--- src/rtl/font_loader.sv ---
// Font RAM loader: decodes LOAD/FILL byte commands into per-row font RAM writes.
// Latency 1 from accepted row byte to mem_we; in_ready drops only while FILL burst-writes rows.
module font_loader #(
    parameter int CHARS       = 256,
    parameter int CHAR_HEIGHT = 10,
    parameter int ADDR_WIDTH  = 12
) (
    input  logic                  clk,
    input  logic                  reset,
    input  logic                  in_valid,
    input  logic [7:0]            in_data,
    output logic                  in_ready,
    output logic                  mem_we,
    output logic [ADDR_WIDTH-1:0] mem_addr,
    output logic [7:0]            mem_data,
    output logic                  busy,
    output logic                  glyph_done,
    output logic                  error
);

    localparam int CW = $clog2(CHAR_HEIGHT + 1);
    localparam logic [CW-1:0] LAST_ROW = CW'(CHAR_HEIGHT - 1);
    localparam logic [CW-1:0] ROW_CNT  = CW'(CHAR_HEIGHT);

    typedef enum logic [2:0] {
        IDLE,
        INDEX,
        LOAD_ROWS,
        FILL_BYTE,
        FILL_WRITE,
        DISCARD
    } state_t;

    state_t                state, state_nx;
    logic                  op_fill, op_fill_nx;
    logic [CW-1:0]         row, row_nx;
    logic [CW-1:0]         disc, disc_nx;
    logic [ADDR_WIDTH-1:0] base, base_nx;
    logic [7:0]            pattern, pattern_nx;
    logic                  mem_we_nx;
    logic [ADDR_WIDTH-1:0] mem_addr_nx;
    logic [7:0]            mem_data_nx;
    logic                  glyph_done_nx;
    logic                  error_nx;
    logic                  accept;

    assign in_ready = (state != FILL_WRITE);
    assign busy     = (state != IDLE);
    assign accept   = in_valid & in_ready;

    always_comb begin
        state_nx      = state;
        op_fill_nx    = op_fill;
        row_nx        = row;
        disc_nx       = disc;
        base_nx       = base;
        pattern_nx    = pattern;
        mem_we_nx     = 1'b0;
        mem_addr_nx   = mem_addr;
        mem_data_nx   = mem_data;
        glyph_done_nx = 1'b0;
        error_nx      = 1'b0;

        case (state)
            IDLE: begin
                if (accept) begin
                    if (in_data == 8'h01) begin
                        op_fill_nx = 1'b0;
                        state_nx   = INDEX;
                    end else if (in_data == 8'h02) begin
                        op_fill_nx = 1'b1;
                        state_nx   = INDEX;
                    end else begin
                        error_nx = 1'b1;
                    end
                end
            end
            INDEX: begin
                if (accept) begin
                    if (32'(in_data) < CHARS) begin
                        base_nx  = ADDR_WIDTH'(in_data) * ADDR_WIDTH'(CHAR_HEIGHT);
                        row_nx   = '0;
                        state_nx = op_fill ? FILL_BYTE : LOAD_ROWS;
                    end else begin
                        // Swallow the payload so it is not misread as opcodes.
                        error_nx = 1'b1;
                        disc_nx  = op_fill ? CW'(1) : ROW_CNT;
                        state_nx = DISCARD;
                    end
                end
            end
            LOAD_ROWS: begin
                if (accept) begin
                    mem_we_nx   = 1'b1;
                    mem_addr_nx = base + ADDR_WIDTH'(row);
                    mem_data_nx = in_data;
                    if (row == LAST_ROW) begin
                        glyph_done_nx = 1'b1;
                        row_nx        = '0;
                        state_nx      = IDLE;
                    end else begin
                        row_nx = row + CW'(1);
                    end
                end
            end
            FILL_BYTE: begin
                if (accept) begin
                    pattern_nx = in_data;
                    row_nx     = '0;
                    state_nx   = FILL_WRITE;
                end
            end
            FILL_WRITE: begin
                mem_we_nx   = 1'b1;
                mem_addr_nx = base + ADDR_WIDTH'(row);
                mem_data_nx = pattern;
                if (row == LAST_ROW) begin
                    glyph_done_nx = 1'b1;
                    row_nx        = '0;
                    state_nx      = IDLE;
                end else begin
                    row_nx = row + CW'(1);
                end
            end
            DISCARD: begin
                if (accept) begin
                    if (disc <= CW'(1)) begin
                        disc_nx  = '0;
                        state_nx = IDLE;
                    end else begin
                        disc_nx = disc - CW'(1);
                    end
                end
            end
            default: state_nx = IDLE;
        endcase
    end

    always_ff @(posedge clk) begin
        if (reset) begin
            state      <= IDLE;
            op_fill    <= 1'b0;
            row        <= '0;
            disc       <= '0;
            base       <= '0;
            pattern    <= '0;
            mem_we     <= 1'b0;
            mem_addr   <= '0;
            mem_data   <= '0;
            glyph_done <= 1'b0;
            error      <= 1'b0;
        end else begin
            state      <= state_nx;
            op_fill    <= op_fill_nx;
            row        <= row_nx;
            disc       <= disc_nx;
            base       <= base_nx;
            pattern    <= pattern_nx;
            mem_we     <= mem_we_nx;
            mem_addr   <= mem_addr_nx;
            mem_data   <= mem_data_nx;
            glyph_done <= glyph_done_nx;
            error      <= error_nx;
        end
    end

endmodule

--- config.mk ---
export PLATFORM = sky130hd
export DESIGN_NAME = font_loader
export DESIGN_NICKNAME = d
export VERILOG_FILES = /design/src/rtl/font_loader.sv
export SDC_FILE = /design/constraint.sdc
export NUM_CORES = 1
export LEC_CHECK = 0
export CORE_ASPECT_RATIO = 1.75
export CORE_MARGIN = 2
export CORE_UTILIZATION = 40
export CTS_BUF_LIST = sky130_fd_sc_hd__clkbuf_16
export CTS_CLUSTER_DIAMETER = 40
export CTS_CLUSTER_SIZE = 25
export DETAILED_ROUTE_END_ITERATION = 8
export PLACE_DENSITY_LB_ADDON = 0.05
export RECOVER_POWER = 50
export SYNTH_ARGS = -nofsm -noshare
export SYNTH_HDL_FRONTEND = slang
export SYNTH_SLANG_ARGS = --single-unit
--- constraint.sdc ---
create_clock -name clk -period 4.9 [get_ports clk]
set_clock_uncertainty 0.1 [all_clocks]
set_input_delay 0.98 -clock clk [delete_from_list [all_inputs] [get_ports clk]]
set_output_delay 0.98 -clock clk [all_outputs]
set_load 0.1 [all_outputs]
# After elaboration in Yosys (flattened, before gate mapping)
# Cells that the tools add are included.
[word_totals]
register_bits = 54
latchBits = 0
mem_bits_rw = 0
romBits = 0
word_cells = 78
n_memories = 0
[op_classes]
add_sub_neg = 3
multipliers = 1
div = 0
order_cmp = 1
n_eq_ne = 17
shift = 0
muxes = 28
bitwise = 3
n_reduce_logical = 14
[op_table]
columns = ["cell", "count"]
rows = [
  ["two-way mux 3 bit", 9],
  ["one-hot mux 12 bit (2 select lines)", 1],
  ["one-hot mux 3 bit (6 select lines)", 1],
  ["two-way mux 4 bit", 4],
  ["one-hot mux 8 bit (2 select lines)", 1],
  ["adder 12 x 4 -> 12 bit", 1],
  ["two-way mux 12 bit", 1],
  ["inequality test 2 bit (second input constant)", 6],
  ["one-hot mux 4 bit (3 select lines)", 1],
  ["multiplier 8 x 3 -> 11 bit (second input constant)", 1],
  ["== test 8 x 1 -> 1 bit (second input constant)", 1],
  ["== test 8 x 2 -> 1 bit (second input constant)", 1],
  ["two-way mux 8 bit", 1],
  ["AND reduction 2 bit", 4],
  ["two-way mux 1 bit", 7],
  ["AND reduction 7 bit", 1],
  ["== test 3 x 2 -> 1 bit (second input constant)", 2],
  ["== test 3 bit (second input constant)", 2],
  ["inequality test 3 bit (second input constant)", 2],
  ["AND reduction 3 bit", 2],
  ["nonzero test 3 bit", 2],
  ["adder 4 x 1 -> 4 bit (second input constant)", 1],
  ["== test 4 bit (second input constant)", 1],
  ["<= comparator 4 x 1 -> 1 bit (second input constant)", 1],
  ["other kinds (10)", 13],
]

# Depth between registers and ports, before layout
[logic_depth]
ltp_word = 5
ltp_mapped = 7

# Least setup slack after synthesis
# No wires, ideal clock.
[synth_timing]
kind = "in2reg"
from = "input in_data[1]"
to = "register base[10]"
setup_time_ps = 106
arrival_ps = 2619
t_required_ps = 4694
setup_slack_ps = 2075
cell_stages = 6
n_path_buf = 0
cell_sequence = "ha_1 ha_1 fa_1 a21o_1 a221o_1 o311ai_0"
[synth_via]
elab_chain_len = 1
[synth_rtl]
columns = ["item", "line", "source"]
rows = [
  ["from (decl)", "11", "input logic [7:0] in_data,"],
  ["multiplier 8 x 3 -> 11 bit", "81", "base_nx = ADDR_WIDTH'(in_data) * ADDR_WIDTH'(CHAR_HEIGHT);"],
  ["to (signal assigned)", "157", "base <= base_nx;"],
  ["to (decl)", "38", "logic [ADDR_WIDTH-1:0] base, base_nx;"],
]
# No other way between the ends.
# A chain may end at the register's enable or synchronous reset.

# Worst setup path in the final report
[layout_timing]
from = "register state[1]"
to = "output in_ready"
[layout_via]
elab_chain_len = 1
[layout_rtl]
columns = ["item", "line", "source"]
rows = [
  ["from (decl)", "34", "state_t state, state_nx;"],
  ["from (signal assigned)", "153", "state <= state_nx;"],
  ["inequality test 3 bit", "47", "assign in_ready = (state != FILL_WRITE);"],
  ["to (decl)", "12", "output logic in_ready,"],
]
# No other way between the ends.

==> metrics.txt <==
fraction of final layout cells sized beyond drive strength 1 3.87%; Period Utilization, post-route roughly three quarters; number of fillers in the final layout between 600 and 700; hpwl dp between 4000 and 5000 µm; CTS HTree Levels 2; Data arrival, critical path 2.51 ns; Avg Synthesized Cell Area between 8 and 9 µm²; clock net sink count 54; placement-stage worst setup slack roughly 1.3 ns; Core Rows 40; proportion of power drawn by combinational gates roughly 8.2%; share of power burned in the clock network 40.1%; clock latency on the worst-skew pair ~0.30 ns; effective utilization at floorplan between 40% and 50%; Max rail drop VDD roughly 0.18 mV; leakage power between 0.001 and 0.0015 µW; count of buffers from port buffering 35; final hold slack approximately 0.36 ns; total non-filler cell area in the finished layout between 3000 and 4000 µm²; Total Negative Setup Slacks 0 ns; DIE HEIGHT 115 µm; slew margin rel. between 20% and 30%; Worst Setup Path Type flop to output pin; cell count after synthesis roughly 340; reg2reg setup slack 2.49 ns; total CTS buffers 5; initial antenna violation count 0; post-synth net total about 370; required time reported for the critical path endpoint about 3.8 ns; sequential fraction of design power between 50% and 60%; Min Clock Period, post-route 3.59 ns; Core ar. about 7000 µm²; post-synthesis to final-layout area growth 18.0%; Crit. End Element output pin; Int Power about 650 µW; max capacitance violation total 0; Remaining Overflow, GRT 0; Die Width a little under 70 µm; crit path max fanout 16; share of Yosys cell area claimed by the top area cell type approximately two fifths; final setup margin 1.31 ns; FF-to-FF End mem_data[3]$_SDFFE_PP0P_; worst hold path type flop to flop; count of cells along the worst register-to-register path 5; switching part of the total a little under a quarter; number of DRC markers in iteration 0 211; routed wirelength normalized by instance count 14.3 µm; number of diodes added for antenna fixing 0; critical path launch point type flop; WHS Path Cells 2; post-synthesis register bit count 54; cell type with the largest total area after synthesis sky130_fd_sc_hd__dfxtp_1; Hold Buf Count CTS 0; number of setup buffers added after CTS 0; leading cell types by total area after synthesis sky130_fd_sc_hd__dfxtp_1 (38%), sky130_fd_sc_hd__ha_1 (8.4%), sky130_fd_sc_hd__nand2_1 (7.5%); WL final 6370 µm; Worst-path clk slew around 0.06 ns; CTS tree built; Worst Hold Launch pattern[0]$_SDFFE_PP0P_; Hold Path End pattern[0]$_SDFFE_PP0P_; count of flip-flops with a built-in enable after synthesis 0; Power Total 852 µW; routed via count between 2k and 2.5k; YS warnings 0; total of cells resized after clock tree synthesis 0; routed via count divided by cell count approximately 5.5; Post-synth top flop sky130_fd_sc_hd__dfxtp_1; CTS max path bufs 2; Root Driver sky130_fd_sc_hd__clkbuf_16; final setup vio count 0; drc violations 0; vias in the first global route around 2.3k; actual transition at the worst max-transition pin between 1 and 1.5 ns; net switching power between 200 and 250 µW; outcome finished clean; final weighted congestion in routability-driven placement a little under 0.8; Cell Area, Synth 2820 µm²; setup repair after global routing missed its margin no; share of async-settable or async-resettable flops after synthesis 0%; Layout Nets roughly 390; Yosys cell types just over 50; power per cell area 256 nW/µm²; maximum number of pins on one net before global-route repair between 50 and 60; first-pass GRT wire length between 10000 and 15000 µm; remaining antenna violation count after routing 0; startpoint of the worst register-to-register path state[2]$_SDFFE_PP0P_; io pins 36; final hold violations 0; length of the first detailed-routing pass in iterations 4; portion of the post-synthesis area used by sequential elements approximately two fifths; area of the die around 7800 µm²; placed cell area approximately 3200 µm²; GR Util All Layers a little under a fifth; Max Freq approximately 280 MHz; Pins Over Slew Limit 0
==> power groups by stage <==
stage	Combinational, µW	Clock [µW]	Sequential [µW]
final	70.1	342	440
after global routing	78.4	376	440
after CTS	71.9	357	440
after detailed placement	71.5	0	450
after global placement	71.8	0	450
after floorplan	42.8	0	455
==> cell usage in the layout, fill, tap and decap left out, types with 3 or more instances in the layout <==
cell and n:
sky130_fd_sc_hd__clkdlybuf4s50_1 33, sky130_fd_sc_hd__buf_4 3, sky130_fd_sc_hd__nand3b_1 3, sky130_fd_sc_hd__nor4b_1 4, sky130_fd_sc_hd__or4_1 3, sky130_fd_sc_hd__nor3_1 6, sky130_fd_sc_hd__a211oi_1 10, sky130_fd_sc_hd__xnor2_1 6
sky130_fd_sc_hd__nor2_1 26, sky130_fd_sc_hd__nand2_1 56, sky130_fd_sc_hd__nor2b_1 4, sky130_fd_sc_hd__ha_1 19, sky130_fd_sc_hd__a311oi_1 8, sky130_fd_sc_hd__a31oi_1 4, sky130_fd_sc_hd__and3_1 7, sky130_fd_sc_hd__or3_1 6
sky130_fd_sc_hd__clkbuf_16 5, sky130_fd_sc_hd__o2111ai_1 3, sky130_fd_sc_hd__dfxtp_1 54, sky130_fd_sc_hd__o311ai_0 4, sky130_fd_sc_hd__inv_1 13, sky130_fd_sc_hd__xor2_1 6, sky130_fd_sc_hd__o21ai_0 8, sky130_fd_sc_hd__a21oi_1 29
sky130_fd_sc_hd__nand3_1 9
==> cell usage after synthesis (2+ instances only) <==
cell and n:
sky130_fd_sc_hd__a211oi_1 10, sky130_fd_sc_hd__a21o_1 2, sky130_fd_sc_hd__a21oi_1 29, sky130_fd_sc_hd__a221o_1 2, sky130_fd_sc_hd__a311oi_1 8, sky130_fd_sc_hd__a31o_2 2
sky130_fd_sc_hd__a31oi_1 4, sky130_fd_sc_hd__and3_1 7, sky130_fd_sc_hd__and3b_1 2, sky130_fd_sc_hd__buf_2 4, sky130_fd_sc_hd__buf_4 2, sky130_fd_sc_hd__clkbuf_1 11
sky130_fd_sc_hd__dfxtp_1 54, sky130_fd_sc_hd__fa_1 2, sky130_fd_sc_hd__ha_1 19, sky130_fd_sc_hd__inv_1 12, sky130_fd_sc_hd__nand2_1 56, sky130_fd_sc_hd__nand3_1 9
sky130_fd_sc_hd__nand3b_1 3, sky130_fd_sc_hd__nand4_1 2, sky130_fd_sc_hd__nor2_1 26, sky130_fd_sc_hd__nor2b_1 4, sky130_fd_sc_hd__nor3_1 6, sky130_fd_sc_hd__nor4b_1 4
sky130_fd_sc_hd__o2111ai_1 3, sky130_fd_sc_hd__o21ai_0 7, sky130_fd_sc_hd__o311ai_0 3, sky130_fd_sc_hd__o31ai_1 2, sky130_fd_sc_hd__or3_1 6, sky130_fd_sc_hd__or4_1 3
sky130_fd_sc_hd__xnor2_1 6, sky130_fd_sc_hd__xor2_1 6
==> how the worst max path moves through the flow <==
| stage | from | to | slack [ns] |
|---|---|---|---|
| after floorplan | in_data[1] | base[10]$_SDFFE_PP0P_ | 2.07 |
| after global placement | in_data[1] | base[10]$_SDFFE_PP0P_ | 1.37 |
| after detailed placement | in_data[1] | base[10]$_SDFFE_PP0P_ | 1.30 |
| after CTS | state[1]$_SDFFE_PP0P_ | in_ready | 1.23 |
| after global routing | state[1]$_SDFFE_PP0P_ | in_ready | 1.14 |
| final | state[1]$_SDFFE_PP0P_ | in_ready | 1.31 |
==> kinds of logic (layout without fill, tap and decap cells) <==
logic type | Yosys count | in the layout | synth area share, %
buf+inv | 32 | 59 | 4.74
flops | 54 | 54 | 38.3
fa+ha+maj | 21 | 21 | 9.84
simple gates | 138 | 138 | 25.0
compound gates | 78 | 78 | 18.4
xor+xnor | 12 | 12 | 3.73
==> area by class of cell <==
type	count	area (µm²)	area share [%]
Multi-Input combinational cell	249	1590	47.7
Sequential cell	54	1080	32.5
Timing Repair Buffer	38	368	11.1
Clock buffer	5	125	3.76
Clock inverter	3	12.5	0.376
Tap cell	84	105	3.16
Inverter	13	48.8	1.47
==> metal layers <==
metal / wire [µm] / up-vias / part of all wire (%) / global-route usage, %
met5: 0 / - / 0 / 0
met4: 133 / 0 / 2.1 / 8.16
met3: 144 / 7 / 2.3 / 3.52
met2: 3320 / 29 / 52 / 30.5
met1: 2780 / 1177 / 44 / 22.7
li1: - / 1252 / - / -
==> through the flow <==
step | cells | util (%)
CTS | 446 | 48.8
detailed placement | 438 | 46.8
floorplan | 335 | -
global route | 446 | 48.5
finish | 446 | 48.5
global placement | 438 | 46.8
==> sequential cells by signal (all words and copies together), names as in the netlist <==
signal,flops
row,4
pattern,8
disc,4
op_fill,1
glyph_done,1
base,11
mem_data,8
error,1
mem_we,1
mem_addr,12
state,3
==> worst max-delay path: stages (launching register included) <==
cell and delay (ns):
sky130_fd_sc_hd__dfxtp_1 0.60, sky130_fd_sc_hd__nor3b_2 0.08, sky130_fd_sc_hd__buf_4 0.19, sky130_fd_sc_hd__inv_2 0.17
sky130_fd_sc_hd__clkdlybuf4s50_1 1.17
No activity file was read; power rests on OpenSTA's default activity.
==> patch 1: new RTL, config.mk and constraints unchanged <==
Register the output `error` once more; this adds one clock of latency there. The other outputs are not delayed to match.
--- a/src/rtl/font_loader.sv
+++ b/src/rtl/font_loader.sv
@@ -30,6 +30,8 @@
         FILL_WRITE,
         DISCARD
     } state_t;
+
+    logic error_s0;
 
     state_t                state, state_nx;
     logic                  op_fill, op_fill_nx;
@@ -148,7 +150,7 @@
             mem_addr   <= '0;
             mem_data   <= '0;
             glyph_done <= 1'b0;
-            error      <= 1'b0;
+            error_s0   <= 1'b0;
         end else begin
             state      <= state_nx;
             op_fill    <= op_fill_nx;
@@ -160,8 +162,12 @@
             mem_addr   <= mem_addr_nx;
             mem_data   <= mem_data_nx;
             glyph_done <= glyph_done_nx;
-            error      <= error_nx;
+            error_s0   <= error_nx;
         end
+    end
+
+    always_ff @(posedge clk) begin
+        error <= error_s0;
     end
 
 endmodule
Behaviour: not the same (Yosys sat finds a counterexample within 4 cycles, from zero or initial values and one cycle with reset high).
==> patch 1 against the original RTL <==
- power grew 1.7%
- core utilization grew 0.33 points
- die area is 0.68% higher
- combinational power up 1%
- sequential share of layout area is 0.38 points higher
- synthesized area increased by 0.71%
- final area is 0.68% higher
- wire length is 1.1% higher
- sequential cell count grew 1
- worst setup slack worse by 84 ps
- maximum frequency is 2.3% lower
- final cell count is the same
- largest power group unchanged
- highest routed layer unchanged
==> patch 1: results (changes against the original RTL) <==
Status - finished, final reports clean
Via Count - 2,426 (-1.6%)
Max IR drop VDD - 0.176 mV (-3.3%)
Final setup violation count - 0 (unchanged)
Min-delay worst type - reg -> reg
# resized after CTS - 0 (unchanged)
Syn_nets - 368 (+0.27%)
Ys flop type - dfxtp_1
Largest net degree at the start of global routing - 54 (unchanged)
Pre-CTS setup slack - 1320 ps (+20.0 ps)
Placed cell area - 3220 um^2 (+0.39%)
Pint - 0.660 mW (+1.3%)
CTS buffer count - 5 (unchanged)
Initial antenna violation count - 0 (unchanged)
Fillers - 694 (+0.43%)
Worst slew pin tran - 1130 ps (-45.7 ps)
Most frequent cells after synthesis - nand2_1 (56), dfxtp_1 (55), a21oi_1 (29), nor2_1 (26), ha_1 (19)
Share of cells above drive strength 1 - 0.0359 (-0.00276)
Synth area leaders - dfxtp_1 (39%), ha_1 (8.4%), nand2_1 (7.4%), a21oi_1 (5.1%), nor2_1 (3.4%)
Routed WL - 6.44 mm (+1.1%)
Async SR Flop Fraction - 0 (unchanged)
Crit-path slowest cell - clkdlybuf4s50_1
Htree depth - 2 (unchanged)
Clock latency on the worst-skew pair - 300 ps (about the same)
Placer congestion estimate - 0.758 (-4.4%)
Drt pass-1 iters - 4 (unchanged)
DP HPWL - 4.56 mm (+0.55%)
Vias in the first global route - 2,143 (-5.9%)
Antenna cells - 0 (unchanged)
Root buffer cell - clkbuf_16
Total GRT Usage - 0.178 (-0.00648)
Post-DR wirelength/cell - 14.4 um (+1.1%)
PortBufs - 35 (unchanged)
Worst-path maximum fanout - 16 (unchanged)
Final #Nets - 393 (unchanged)
First-pass GRT wire length - 10.6 mm (-3.0%)
Leak - 1.16 nW (+0.25%)
Top Family by Delay on Critical Path - buffers and inverters
Pins Over Slew Limit - 0 (unchanged)
Post-CTS Setup Bufs - 0 (unchanged)
Max incr delay on CP - 1170 ps (about the same)
WP data arrival - 2600 ps (+90 ps)
Register area share after synthesis - 0.387 (+0.00435)
Iter 0 DRT Violations - 179 (-15%)
Mean post-synth cell area - 8.46 um^2 (+0.41%)
CTS Sinks - 55 (+1.9%)
CTS clk-pin slew, worst paths - 70 ps
Placed Cells - 438 (unchanged)
Biggest regs - mem_addr x12, base x11
Syn. warnings - 0 (unchanged)
Post-synthesis cell type count - 51 (unchanged)
Clock Tree Buf Depth - 2 (unchanged)
patch 1: cell count changes in the layout (fill, tap and decap cells not counted), sizes merged:
cell / unedited run / this run
buf: 4 / 3
dfxtp: 54 / 55
patch 1: per-stage QoR:
stage / utilization / total power, mW
after floorplan: - / 0.506
final: 0.489 / 0.867
after global routing: 0.489 / 0.903
after detailed placement: 0.470 / 0.531
after CTS: 0.490 / 0.876
after global placement: 0.470 / 0.531
patch 1: cell families after synthesis:
kind of cell,after synthesis,share of synthesized area
simple gates,138,0.248
compound gates,78,0.183
xor+xnor,12,0.0370
fa+ha+maj,21,0.0978
buf+inv,32,0.0471
flops,55,0.387
patch 1: per-layer routing:
metal / GRT usage / up-vias / part of all wire
met5: 0 / - / 0
met4: 0.0653 / 0 / 0.017
met3: 0.0350 / 6 / 0.023
met2: 0.290 / 20 / 0.51
met1: 0.229 / 1147 / 0.45
li1: - / 1253 / -
patch 1: path summary, 6_finish.rpt:
check	start	endpoint	slack, ps	depth (start not counted)
worst max register to register	state[2]	mem_data[6]	2470	5
worst min-delay path	error_s0	error	230	0
worst min register to register	error_s0	error	230	0
worst max-delay path	state[1]	in_ready	1220	4
patch 1: final cells by class:
cell class | instances | area, um^2 | share of cell area
inverters | 13 | 48.8 | 0.0146
repair buffers | 37 | 360 | 0.108
clock inverters | 3 | 11.3 | 0.00336
multi-input cells | 249 | 1600 | 0.477
well taps | 84 | 105 | 0.0314
flip-flops and latches | 55 | 1100 | 0.329
clock buffers | 5 | 125 | 0.0373
patch 1: power by group through the flow:
stage / clock network [mW] / registers (mW) / logic [mW]
floorplan: 0 / 0.463 / 0.0428
global placement: 0 / 0.459 / 0.0718
detailed placement: 0 / 0.459 / 0.0721
CTS: 0.355 / 0.449 / 0.0723
global route: 0.375 / 0.449 / 0.0793
finish: 0.347 / 0.449 / 0.0708
==> patch 2: new RTL, same settings <==
Made on the original files. `ADDR_WIDTH`: 12 -> 14.
--- a/src/rtl/font_loader.sv
+++ b/src/rtl/font_loader.sv
@@ -3,7 +3,7 @@
 module font_loader #(
     parameter int CHARS       = 256,
     parameter int CHAR_HEIGHT = 10,
-    parameter int ADDR_WIDTH  = 12
+    parameter int ADDR_WIDTH  = 14
 ) (
     input  logic                  clk,
     input  logic                  reset,
Ports: changed (resized mem_addr); port bits go from 36 to 38. No check against the original RTL was run, so the function may have changed too.
==> patch 2 against the original RTL <==
- the flow now finishes with violations (max-capacitance violations, max-slew violations)
- synthesized area up 0.89%
- hold slack worse by 2.4 ps
- final area up 1.4%
- sequential power up 2%
- register-to-register slack worse by 710 ps
- sequential cell count up 1
- die area up 0.85%
- wire length up 5.9%
- sequential share of layout area up 0.16 points
- power up 4.1%
- worst setup slack worse by 79 ps
- critical endpoint is now mem_addr[12]
- largest power group unchanged
==> patch 2: results (changes against the original RTL) <==
Pins Over Slew Limit - 39 (+39)
Placed cell area - 3230 um^2 (+0.78%)
Share of cells above drive strength 1 - 0.0414 (+0.00276)
Syn_nets - 368 (+0.27%)
Adder-Cell Fraction of Synth Area - 0.0976 (-0.000865)
Register area share after synthesis - 0.387 (+0.00366)
Async SR Flop Fraction - 0 (unchanged)
Worst-path maximum fanout - 38 (+22)
Iter 0 DRT Violations - 101 (-52%)
PortBufs - 36 (+2.9%)
Xor and xnor area share after synthesis - 0.0369 (-0.000327)
Area Overhead vs Synth - 18.5%
Slew headroom - -0.0145 (-0.232)
Status - complete, but fails checks
Multiplexer area fraction after synthesis - 0.0316 (+0.0316)
Leak - 1.14 nW (-2.2%)
Fmax - 272 MHz (-2.1%)
Max IR drop VDD - 0.177 mV (-2.7%)
Drt pass-1 iters - 4 (unchanged)
Synth area leaders - dfxtp_1 (39%), ha_1 (8.4%), nand2_1 (5.8%), a211oi_1 (5.5%), nor2_1 (5.1%)
Violated checks - max-capacitance violations, max-slew violations
Post-DR wirelength/cell - 15.1 um (+5.9%)
Synth Area in Compound Gates - 0.178 (-0.00601)
Max Cap Viol - 1 (+1)
Placer congestion estimate - 0.788 (-0.59%)
First-pass GRT wire length - 11.3 mm (+3.5%)
WP data arrival - 3790 ps (+1280 ps)
Largest net degree at the start of global routing - 58 (+7.4%)
CTS clk-pin slew, worst paths - 70 ps
Fillers - 693 (+0.29%)
Max FFs per register - 13 (+1)
Vias in the first global route - 2,275 (-0.088%)
Via/cell ratio - 5.30 (-4.1%)
Post-synthesis cell type count - 46 (-9.8%)
DP HPWL - 4.96 mm (+9.5%)
Clock latency on the worst-skew pair - 300 ps (about the same)
[patch 2: worst paths after layout]
kind                   start            to  slack (ps)  cells after the start
setup / recovery    in_valid  mem_addr[12]        1230                      7
hold / removal    pattern[7]    pattern[7]         350                      2
setup reg to reg    state[2]  mem_addr[12]        1780                      7
hold reg to reg   pattern[7]    pattern[7]         350                      2
[patch 2: kinds of logic after synthesis]
group / count (synthesis)
other: 1
AO/OA/AOI/OAI: 77
buffers and inverters: 33
AND/OR/NAND/NOR: 128
adder cells (fa/ha/maj): 21
flip-flops: 55
XOR/XNOR: 12
multiplexers: 9
[patch 2: final cells by class]
cell class / instances / area share
sequential: 55 / 0.326
tap: 84 / 0.0312
inverter: 13 / 0.0145
clock buffer: 5 / 0.0371
multi-input combinational: 248 / 0.476
clock inverter: 3 / 0.00631
timing repair buffer: 38 / 0.109
[patch 2: stage by stage]
step | worst slack (ps) | hold WS, ps | instances
finish | 1230 | 354 | 446
global route | 956 | 383 | 446
floorplan | 2260 | 336 | 336
CTS | 1610 | 358 | 446
global placement | 1560 | 342 | 438
detailed placement | 1510 | 348 | 438
[patch 2: worst max-delay path, stage by stage]
cell and delay, ps:
dlygate4sd3_1 720, o21a_1 180, a21oi_1 190, nor2_2 150, clkbuf_1 1100, nand4_1 250
a21oi_1 210
[patch 2: where the power goes]
part	leakage, nW	switching (mW)	total [mW]	internal, mW
clock network	0.0752	0.168	0.358	0.190
logic	0.618	0.0515	0.0801	0.0286
registers	0.443	0.00103	0.449	0.448
total	1.14	0.221	0.887	0.666
[patch 2: metal layers]
| metal | part of all wire | track usage |
|---|---|---|
| met1 | 0.42 | 0.217 |
| met2 | 0.55 | 0.350 |
| met3 | 0.019 | 0.0340 |
| met4 | 0.016 | 0.0707 |
| met5 | 0 | 0 |
